## src/rtl/apsk_demap_pkg.sv

```systemverilog
// Shared definitions for the APSK exhaustive-demapper back end.
// Holds the default widths and latency, the constellation mode encoding,
// the bits-per-symbol lookup and the LLR sign convention.
package apsk_demap_pkg;
  localparam int WL_DEF      = 18;  // metric width
  localparam int LLR_WL_DEF  = 19;  // LLR width, signed
  localparam int BIT_NUM_DEF = 6;   // max bits per symbol
  localparam int MC_LAT_DEF  = 5;   // comparison-unit depth in enabled cycles

  // 1: LLR = min1 - min0, so a positive LLR favours bit=0.
  localparam bit LLR_POS_IS_BIT0 = 1'b1;

  typedef enum logic [1:0] {
    MODE_16  = 2'd0,
    MODE_32  = 2'd1,
    MODE_64  = 2'd2,
    MODE_RSV = 2'd3
  } mode_t;

  typedef enum logic {
    IDLE = 1'b0,
    EMIT = 1'b1
  } state_t;

  // Reserved mode is serialized like 64APSK.
  function automatic logic [2:0] nbits(input mode_t m);
    case (m)
      MODE_16: return 3'd4;
      MODE_32: return 3'd5;
      default: return 3'd6;
    endcase
  endfunction
endpackage

```

## src/rtl/apsk_llr_sched_if.sv

```systemverilog
// Symbol-in / LLR-out bundle of apsk_llr_sched.
//   in_valid/in_mode/in_ready : symbol admission handshake
//   cu_en                     : comparison-unit enable
//   min0_bus/min1_bus         : per-bit minimum metrics from the comparison unit
//   llr_valid/ready/data/idx/last : serialized LLR stream to the decoder
//   busy                      : symbols still in flight
// master = the surroundings (upstream, comparison unit, decoder); slave = the scheduler.
interface apsk_llr_sched_if import apsk_demap_pkg::*; #(
  parameter int WL     = WL_DEF,
  parameter int LLR_WL = LLR_WL_DEF,
  parameter int NB     = BIT_NUM_DEF
);
  logic              in_valid;
  logic [1:0]        in_mode;
  logic              in_ready;
  logic              cu_en;
  logic [NB*WL-1:0]  min0_bus;
  logic [NB*WL-1:0]  min1_bus;
  logic              llr_valid;
  logic              llr_ready;
  logic [LLR_WL-1:0] llr_data;
  logic [2:0]        llr_idx;
  logic              llr_last;
  logic              busy;

  modport master (
    output in_valid, in_mode, min0_bus, min1_bus, llr_ready,
    input  in_ready, cu_en, llr_valid, llr_data, llr_idx, llr_last, busy
  );

  modport slave (
    input  in_valid, in_mode, min0_bus, min1_bus, llr_ready,
    output in_ready, cu_en, llr_valid, llr_data, llr_idx, llr_last, busy
  );
endinterface

```

## src/rtl/cu_tag_pipe.sv

```systemverilog
// Valid/mode tags that travel alongside the comparison-unit pipeline.
// Shifts only on `shift` (the same enable given to the comparison unit), so the
// tail tag always lines up with the metrics on min0_bus/min1_bus.
//   clk, rst_n          : clock, synchronous active-low reset (clears valids)
//   shift               : advance the pipe
//   in_vld, in_mode     : tag loaded into stage 0
//   tail_vld, tail_mode : last stage
//   any_vld             : OR of all stage valids
module cu_tag_pipe import apsk_demap_pkg::*; #(
  parameter int MC_LAT = MC_LAT_DEF
) (
  input  logic  clk,
  input  logic  rst_n,
  input  logic  shift,
  input  logic  in_vld,
  input  mode_t in_mode,
  output logic  tail_vld,
  output mode_t tail_mode,
  output logic  any_vld
);
  logic [MC_LAT-1:0]      vld_pipe;
  logic [MC_LAT-1:0][1:0] mode_pipe;

  always_ff @(posedge clk) begin
    if (!rst_n) begin
      vld_pipe <= '0;
    end else if (shift) begin
      vld_pipe  <= {vld_pipe[MC_LAT-2:0], in_vld};
      mode_pipe <= {mode_pipe[MC_LAT-2:0], in_mode};
    end
  end

  assign tail_vld  = vld_pipe[MC_LAT-1];
  assign tail_mode = mode_t'(mode_pipe[MC_LAT-1]);
  assign any_vld   = |vld_pipe;
endmodule

```

## src/rtl/apsk_llr_sched.sv

```systemverilog
// Sequencer and LLR formatter for the exhaustive-demapper comparison unit.
// Admits symbols into the min-compare pipeline, freezes it under output
// backpressure via cu_en, forms LLR[b] = min1[b] - min0[b] and serializes
// 4/5/6 LLRs per symbol according to the symbol's mode.
//   clk, rst_n : clock, synchronous active-low reset
//   bus        : apsk_llr_sched_if.slave (admission, metrics, LLR stream, busy)
module apsk_llr_sched import apsk_demap_pkg::*; #(
  parameter int wordlength     = WL_DEF,
  parameter int LLR_wordlength = LLR_WL_DEF,
  parameter int bit_num        = BIT_NUM_DEF,
  parameter int MC_LAT         = MC_LAT_DEF
) (
  input logic             clk,
  input logic             rst_n,
  apsk_llr_sched_if.slave bus
);
  state_t state, state_nxt;
  logic   tail_vld, any_vld;
  mode_t  tail_mode, buf_mode;
  logic [2:0] idx;
  logic [bit_num-1:0][LLR_wordlength-1:0] llr_buf, llr_new;
  logic buf_full, last, hs, advance, capture;

  // The buffer holds exactly one symbol; it is full whenever the FSM emits.
  assign buf_full = (state == EMIT);
  assign last     = (idx == nbits(buf_mode) - 3'd1);
  assign hs       = buf_full & bus.llr_ready;
  // The pipe may move only if the buffer is free now or frees on this edge.
  assign advance  = rst_n & (!buf_full | (hs & last));
  assign capture  = advance & tail_vld;

  cu_tag_pipe #(.MC_LAT(MC_LAT)) u_tags (
    .clk       (clk),
    .rst_n     (rst_n),
    .shift     (advance),
    .in_vld    (bus.in_valid),
    .in_mode   (mode_t'(bus.in_mode)),
    .tail_vld  (tail_vld),
    .tail_mode (tail_mode),
    .any_vld   (any_vld)
  );

  // Zero-extended operands: one extra bit makes the difference exact.
  for (genvar b = 0; b < bit_num; b++) begin : g_llr
    logic [LLR_wordlength-1:0] m0, m1;
    assign m0 = LLR_wordlength'(bus.min0_bus[b*wordlength +: wordlength]);
    assign m1 = LLR_wordlength'(bus.min1_bus[b*wordlength +: wordlength]);
    assign llr_new[b] = LLR_POS_IS_BIT0 ? (m1 - m0) : (m0 - m1);
  end

  always_ff @(posedge clk) begin
    if (!rst_n) state <= IDLE;
    else        state <= state_nxt;
  end

  always_comb begin
    state_nxt = state;
    case (state)
      IDLE: if (capture) state_nxt = EMIT;
      EMIT: if (hs && last) state_nxt = capture ? EMIT : IDLE;
      default: state_nxt = IDLE;
    endcase
  end

  always_comb begin
    bus.in_ready  = advance;
    bus.cu_en     = advance;
    bus.llr_valid = 1'b0;
    bus.llr_data  = '0;
    bus.llr_idx   = '0;
    bus.llr_last  = 1'b0;
    bus.busy      = rst_n & (any_vld | buf_full);
    if (rst_n && state == EMIT) begin
      bus.llr_valid = 1'b1;
      bus.llr_data  = llr_buf[idx];
      bus.llr_idx   = idx;
      bus.llr_last  = last;
    end
  end

  always_ff @(posedge clk) begin
    if (!rst_n) begin
      idx      <= '0;
      buf_mode <= MODE_16;
    end else begin
      if (hs) idx <= last ? 3'd0 : idx + 3'd1;
      if (capture) begin
        llr_buf  <= llr_new;
        buf_mode <= tail_mode;
      end
    end
  end
endmodule
```

## src/flat_wrapper.sv

```systemverilog
// flat-port wrapper written by rule: the top's interface ports become plain ports
module apsk_llr_sched_flat import apsk_demap_pkg::*;
#(
  parameter int wordlength     = WL_DEF,
  parameter int LLR_wordlength = LLR_WL_DEF,
  parameter int bit_num        = BIT_NUM_DEF,
  parameter int MC_LAT         = MC_LAT_DEF
)
  (clk, rst_n, bus_in_valid, bus_in_mode, bus_min0_bus, bus_min1_bus, bus_llr_ready, bus_in_ready, bus_cu_en, bus_llr_valid, bus_llr_data, bus_llr_idx, bus_llr_last, bus_busy);
  apsk_llr_sched_if bus_i ();
  input logic clk;
  input logic rst_n;
  input wire logic [$bits(bus_i.in_valid)-1:0] bus_in_valid;
  input wire logic [$bits(bus_i.in_mode)-1:0] bus_in_mode;
  input wire logic [$bits(bus_i.min0_bus)-1:0] bus_min0_bus;
  input wire logic [$bits(bus_i.min1_bus)-1:0] bus_min1_bus;
  input wire logic [$bits(bus_i.llr_ready)-1:0] bus_llr_ready;
  output wire logic [$bits(bus_i.in_ready)-1:0] bus_in_ready;
  output wire logic [$bits(bus_i.cu_en)-1:0] bus_cu_en;
  output wire logic [$bits(bus_i.llr_valid)-1:0] bus_llr_valid;
  output wire logic [$bits(bus_i.llr_data)-1:0] bus_llr_data;
  output wire logic [$bits(bus_i.llr_idx)-1:0] bus_llr_idx;
  output wire logic [$bits(bus_i.llr_last)-1:0] bus_llr_last;
  output wire logic [$bits(bus_i.busy)-1:0] bus_busy;
  assign bus_i.in_valid = bus_in_valid;
  assign bus_i.in_mode = bus_in_mode;
  assign bus_i.min0_bus = bus_min0_bus;
  assign bus_i.min1_bus = bus_min1_bus;
  assign bus_i.llr_ready = bus_llr_ready;
  assign bus_in_ready = bus_i.in_ready;
  assign bus_cu_en = bus_i.cu_en;
  assign bus_llr_valid = bus_i.llr_valid;
  assign bus_llr_data = bus_i.llr_data;
  assign bus_llr_idx = bus_i.llr_idx;
  assign bus_llr_last = bus_i.llr_last;
  assign bus_busy = bus_i.busy;
  apsk_llr_sched #(.wordlength(wordlength), .LLR_wordlength(LLR_wordlength), .bit_num(bit_num), .MC_LAT(MC_LAT)) u_core (.clk(clk), .rst_n(rst_n), .bus(bus_i));
endmodule
```

## config.mk

```make
export PLATFORM = sky130hd
export DESIGN_NAME = apsk_llr_sched_flat
export DESIGN_NICKNAME = d
export VERILOG_FILES = /design/src/rtl/apsk_demap_pkg.sv /design/src/rtl/apsk_llr_sched_if.sv /design/src/rtl/cu_tag_pipe.sv /design/src/rtl/apsk_llr_sched.sv /design/src/flat_wrapper.sv
export SDC_FILE = /design/constraint.sdc
export NUM_CORES = 1
export LEC_CHECK = 0
export CAP_MARGIN = 20
export CORE_UTILIZATION = 45
export CTS_CLUSTER_DIAMETER = 80
export DETAILED_ROUTE_END_ITERATION = 7
export GPL_TIMING_DRIVEN = 0
export PLACE_DENSITY_LB_ADDON = 0.25
export SYNTH_ARGS = -nofsm -noshare
export SYNTH_HDL_FRONTEND = slang
export SYNTH_HIERARCHICAL = 1
export SYNTH_SLANG_ARGS = --single-unit
```

## constraint.sdc

```tcl
create_clock -name clk -period 6.6 [get_ports clk]
set_clock_uncertainty 0.05 [all_clocks]
set_input_delay 1.65 -clock clk [delete_from_list [all_inputs] [get_ports clk]]
set_output_delay 1.65 -clock clk [all_outputs]
set_load 0.01 [all_outputs]
```

==> flow_summary.json <==
{
  "outcome": "finished clean",
  "maxCapViolations": 0,
  "syn_avg_cell_area_um2": 9.617,
  "holdCritPathClass": "flop to flop",
  "synth_cell_type_count": 71,
  "critPathMaxFanout": 11,
  "worst_slack_ps": 1297,
  "wl_um": 29100,
  "grt_usage_pct": 23.19,
  "cp_cell_sequence": "clkdlybuf4s50_1 > nand2_1 > clkbuf_1 > nor2_1 > clkdlybuf4s50_1",
  "total_power_mw": 2.645,
  "preCtsSetupSlack_ps": 1316,
  "synth_cells": 1139,
  "required_ps": 4900,
  "p_leak_nw": 6.017,
  "drc_errors": 0,
  "critPathArrivalTime_ps": 3600,
  "insertion_delay_ps": 420,
  "setup_viol": 0,
  "critPathMaxStageDelay_ps": 640,
  "portBuffers": 248,
  "synth-seq-area-share_pct": 36.00,
  "slew_headroom_pct": 48.69,
  "avgViaCountPerCell": 5.430,
  "cts_resized": 0,
  "yosys_warnings": 6,
  "synthAdderAreaFrac_pct": 13.55,
  "slowest_stage": "clkdlybuf4s50_1",
  "num_io_pins": 249,
  "finalHoldViolations": 0,
  "drive_gt1_share_pct": 7.183,
  "cts_buffer_depth": 2,
  "hpwlAfterDp_um": 23210,
  "drt-initial-drc-count": 646,
  "cts_sinks": 135,
  "wl_per_cell_um": 16.73,
  "first_pass_iters": 5,
  "path_common_cell": "clkdlybuf4s50_1",
  "yosys_register_bits": 135,
  "gp_congestion": 0.9148,
  "grt_max_degree": 68,
  "cts_hold_buf": 0,
  "core_region_area_um2": 23680,
  "synth_ff_type": "edfxtp_1",
  "antenna_violating_nets_post_route": 0,
  "grt_pass1_wl_um": 44290,
  "synth_top_family_by_area": "compound AO/OA/AOI/OAI gates",
  "p_per_area_nw_per_um2": 183.0,
  "yosys.area_share.simple_pct": 12.88,
  "tightest_slew_ps": 760.0,
  "drv_slew": 0,
  "fmax_ghz": 0.1886,
  "rows": 56,
  "cts_root_buffer": "clkbuf_16",
  "globalRouteOverflowTotal": 0,
  "synth_mux_area_share_pct": 6.693,
  "fin_cells": 1740,
  "synth_compound_area_share_pct": 19.23,
  "synth_area_um2": 10950,
  "cts.htree.levels": 4,
  "period_minus_slack_ps": 5303,
  "die_area_um2": 24970,
  "rsz0062_at_grt": "no",
  "initial_core_util_pct": 46.25,
  "grt_antenna_before_repair": 1,
  "path_clk_slew_ps": 60,
  "die_w_um": 158.0,
  "vias": 9448,
  "grt_pass1_vias": 9109,
  "postSynth.asyncResetShare_pct": 0,
  "path_class": "primary input to primary output",
  "post-cts-setup-buffers": 0,
  "setup_tns_ps": 0,
  "start_kind": "primary input",
  "regToRegSetupSlack_ps": 3520,
  "dp.cells": 1707,
  "vdd_drop_max_mv": 0.1602,
  "finalCritPeriodShare_pct": 80.34,
  "area_growth_pct": 31.90,
  "cts_buffers": 17,
  "nets": 1744,
  "synth-edff-count": 124,
  "die_h_um": 158.0,
  "tritoncts": "built",
  "end_kind": "primary output",
  "yosys.area_share.xor_xnor_pct": 5.517,
  "synthesis.nets": 1476
}
==> layer usage <==
metal  wire length [um]  part of all wire [%]  track usage, %  vias to the layer above
li1                   -                     -               -                     4712
met1              12470                    43           28.06                     4364
met2              14220                    49           42.04                      336
met3               1908                   6.6           4.106                       36
met4                498                   1.7           6.319                        0
met5                  0                     0               0                        -
==> through the flow <==
stage | cell area, um2 | hold WS (ps) | util, %
finish | 14450 | 369.1 | 61.01
global route | 14450 | 376.7 | 61.00
CTS | 14450 | 367.3 | 61.00
detailed placement | 13870 | 354.5 | 58.56
global placement | 13840 | 352.9 | 58.42
floorplan | 10950 | 350.3 | -
==> critical path, delay by kind of cell <==
kind / cells / cell delay, ps
simple gates: 2 / 420
buf+inv: 3 / 1530
==> layout by cell type (no fill, tap or decap), drive strengths merged, types with 15 or more instances in the layout <==
| master | synthesis | final |
|---|---|---|
| nand3 | 22 | 22 |
| o21ai | 46 | 46 |
| nor2 | 86 | 86 |
| xnor2 | 36 | 36 |
| xor2 | 33 | 33 |
| a22oi | 21 | 21 |
| inv | 138 | 142 |
| a21oi | 79 | 79 |
| clkbuf | 20 | 38 |
| nand2 | 68 | 68 |
| a21o | 50 | 50 |
| nor2b | 18 | 18 |
| edfxtp | 124 | 124 |
| clkdlybuf4s50 | 0 | 248 |
| mux2 | 20 | 20 |
| o21a | 15 | 15 |
| nor3 | 16 | 16 |
| ha | 109 | 109 |
| o21bai | 15 | 15 |
| mux4 | 19 | 19 |
| and3 | 22 | 22 |
| a31oi | 19 | 19 |
==> final cells by class <==
| cell class | count | area [um2] |
|---|---|---|
| Tap cell | 319 | 399.1 |
| Fill cell | 1986 | 9234 |
| Buffer | 33 | 152.6 |
| Antenna cell | 1 | 2.502 |
| Sequential cell | 135 | 3944 |
| Timing Repair Buffer | 249 | 2510 |
| Clock inverter | 14 | 148.9 |
| Clock buffer | 18 | 429.2 |
| Inverter | 138 | 518.0 |
| Multi-Input combinational cell | 833 | 6345 |
==> path summary, 6_finish.rpt <==
kind,from,endpoint,cells past startpoint
setup / recovery,rst_n,bus_llr_data[17],5
hold / removal,u_core/u_tags/mode_pipe[2],u_core/u_tags/mode_pipe[4],0
setup reg to reg,u_core/idx[0],u_core/llr_buf[19],7
hold reg to reg,u_core/u_tags/mode_pipe[2],u_core/u_tags/mode_pipe[4],0
==> kinds of logic after synthesis <==
logic type | Yosys count
and+or+nand+nor | 291
xor gates and xnor gates | 69
muxes | 47
AOI/OAI and AO/OA | 311
DFF | 135
adders and majority gates | 115
buffers and inverters | 171
==> report_power, final <==
part	switching, mW	leakage, nW	internal, mW
Clock	0.387	0.275	0.559
Combinational	0.366	4.54	0.360
Sequential	0.00138	1.21	0.971
==> cells in the mapped netlist (15+ instances only) <==
master    number  share of area [%]
xnor2_1       36                2.9
a31oi_1       19                1.1
o21bai_1      15                1.0
and3_1        22                1.3
clkbuf_1      20               0.69
o21a_1        15                1.0
o21ai_0       42                1.9
inv_1        138                4.7
nor2b_1       18                1.0
nor2_1        86                2.9
xor2_1        33                2.6
a21oi_1       78                3.6
a22oi_1       21                1.4
mux2_2        20                2.1
nor3_1        16               0.73
nand2_1       68                2.3
edfxtp_1     124                 34
a21o_1        50                3.4
mux4_2        19                3.9
nand3_1       22                1.0
ha_1         109                 12
==> registers in the layout (all words and copies together), names as in the netlist <==
register,count
u_core/buf_full,1
u_core/buf_mode,2
u_core/idx,3
u_core/llr_buf,114
u_core/u_tags/mode_pipe,8
u_core/u_tags/tail_mode,2
u_core/u_tags/vld_pipe,5
Note: power is estimated with default switching activity, not from simulation.
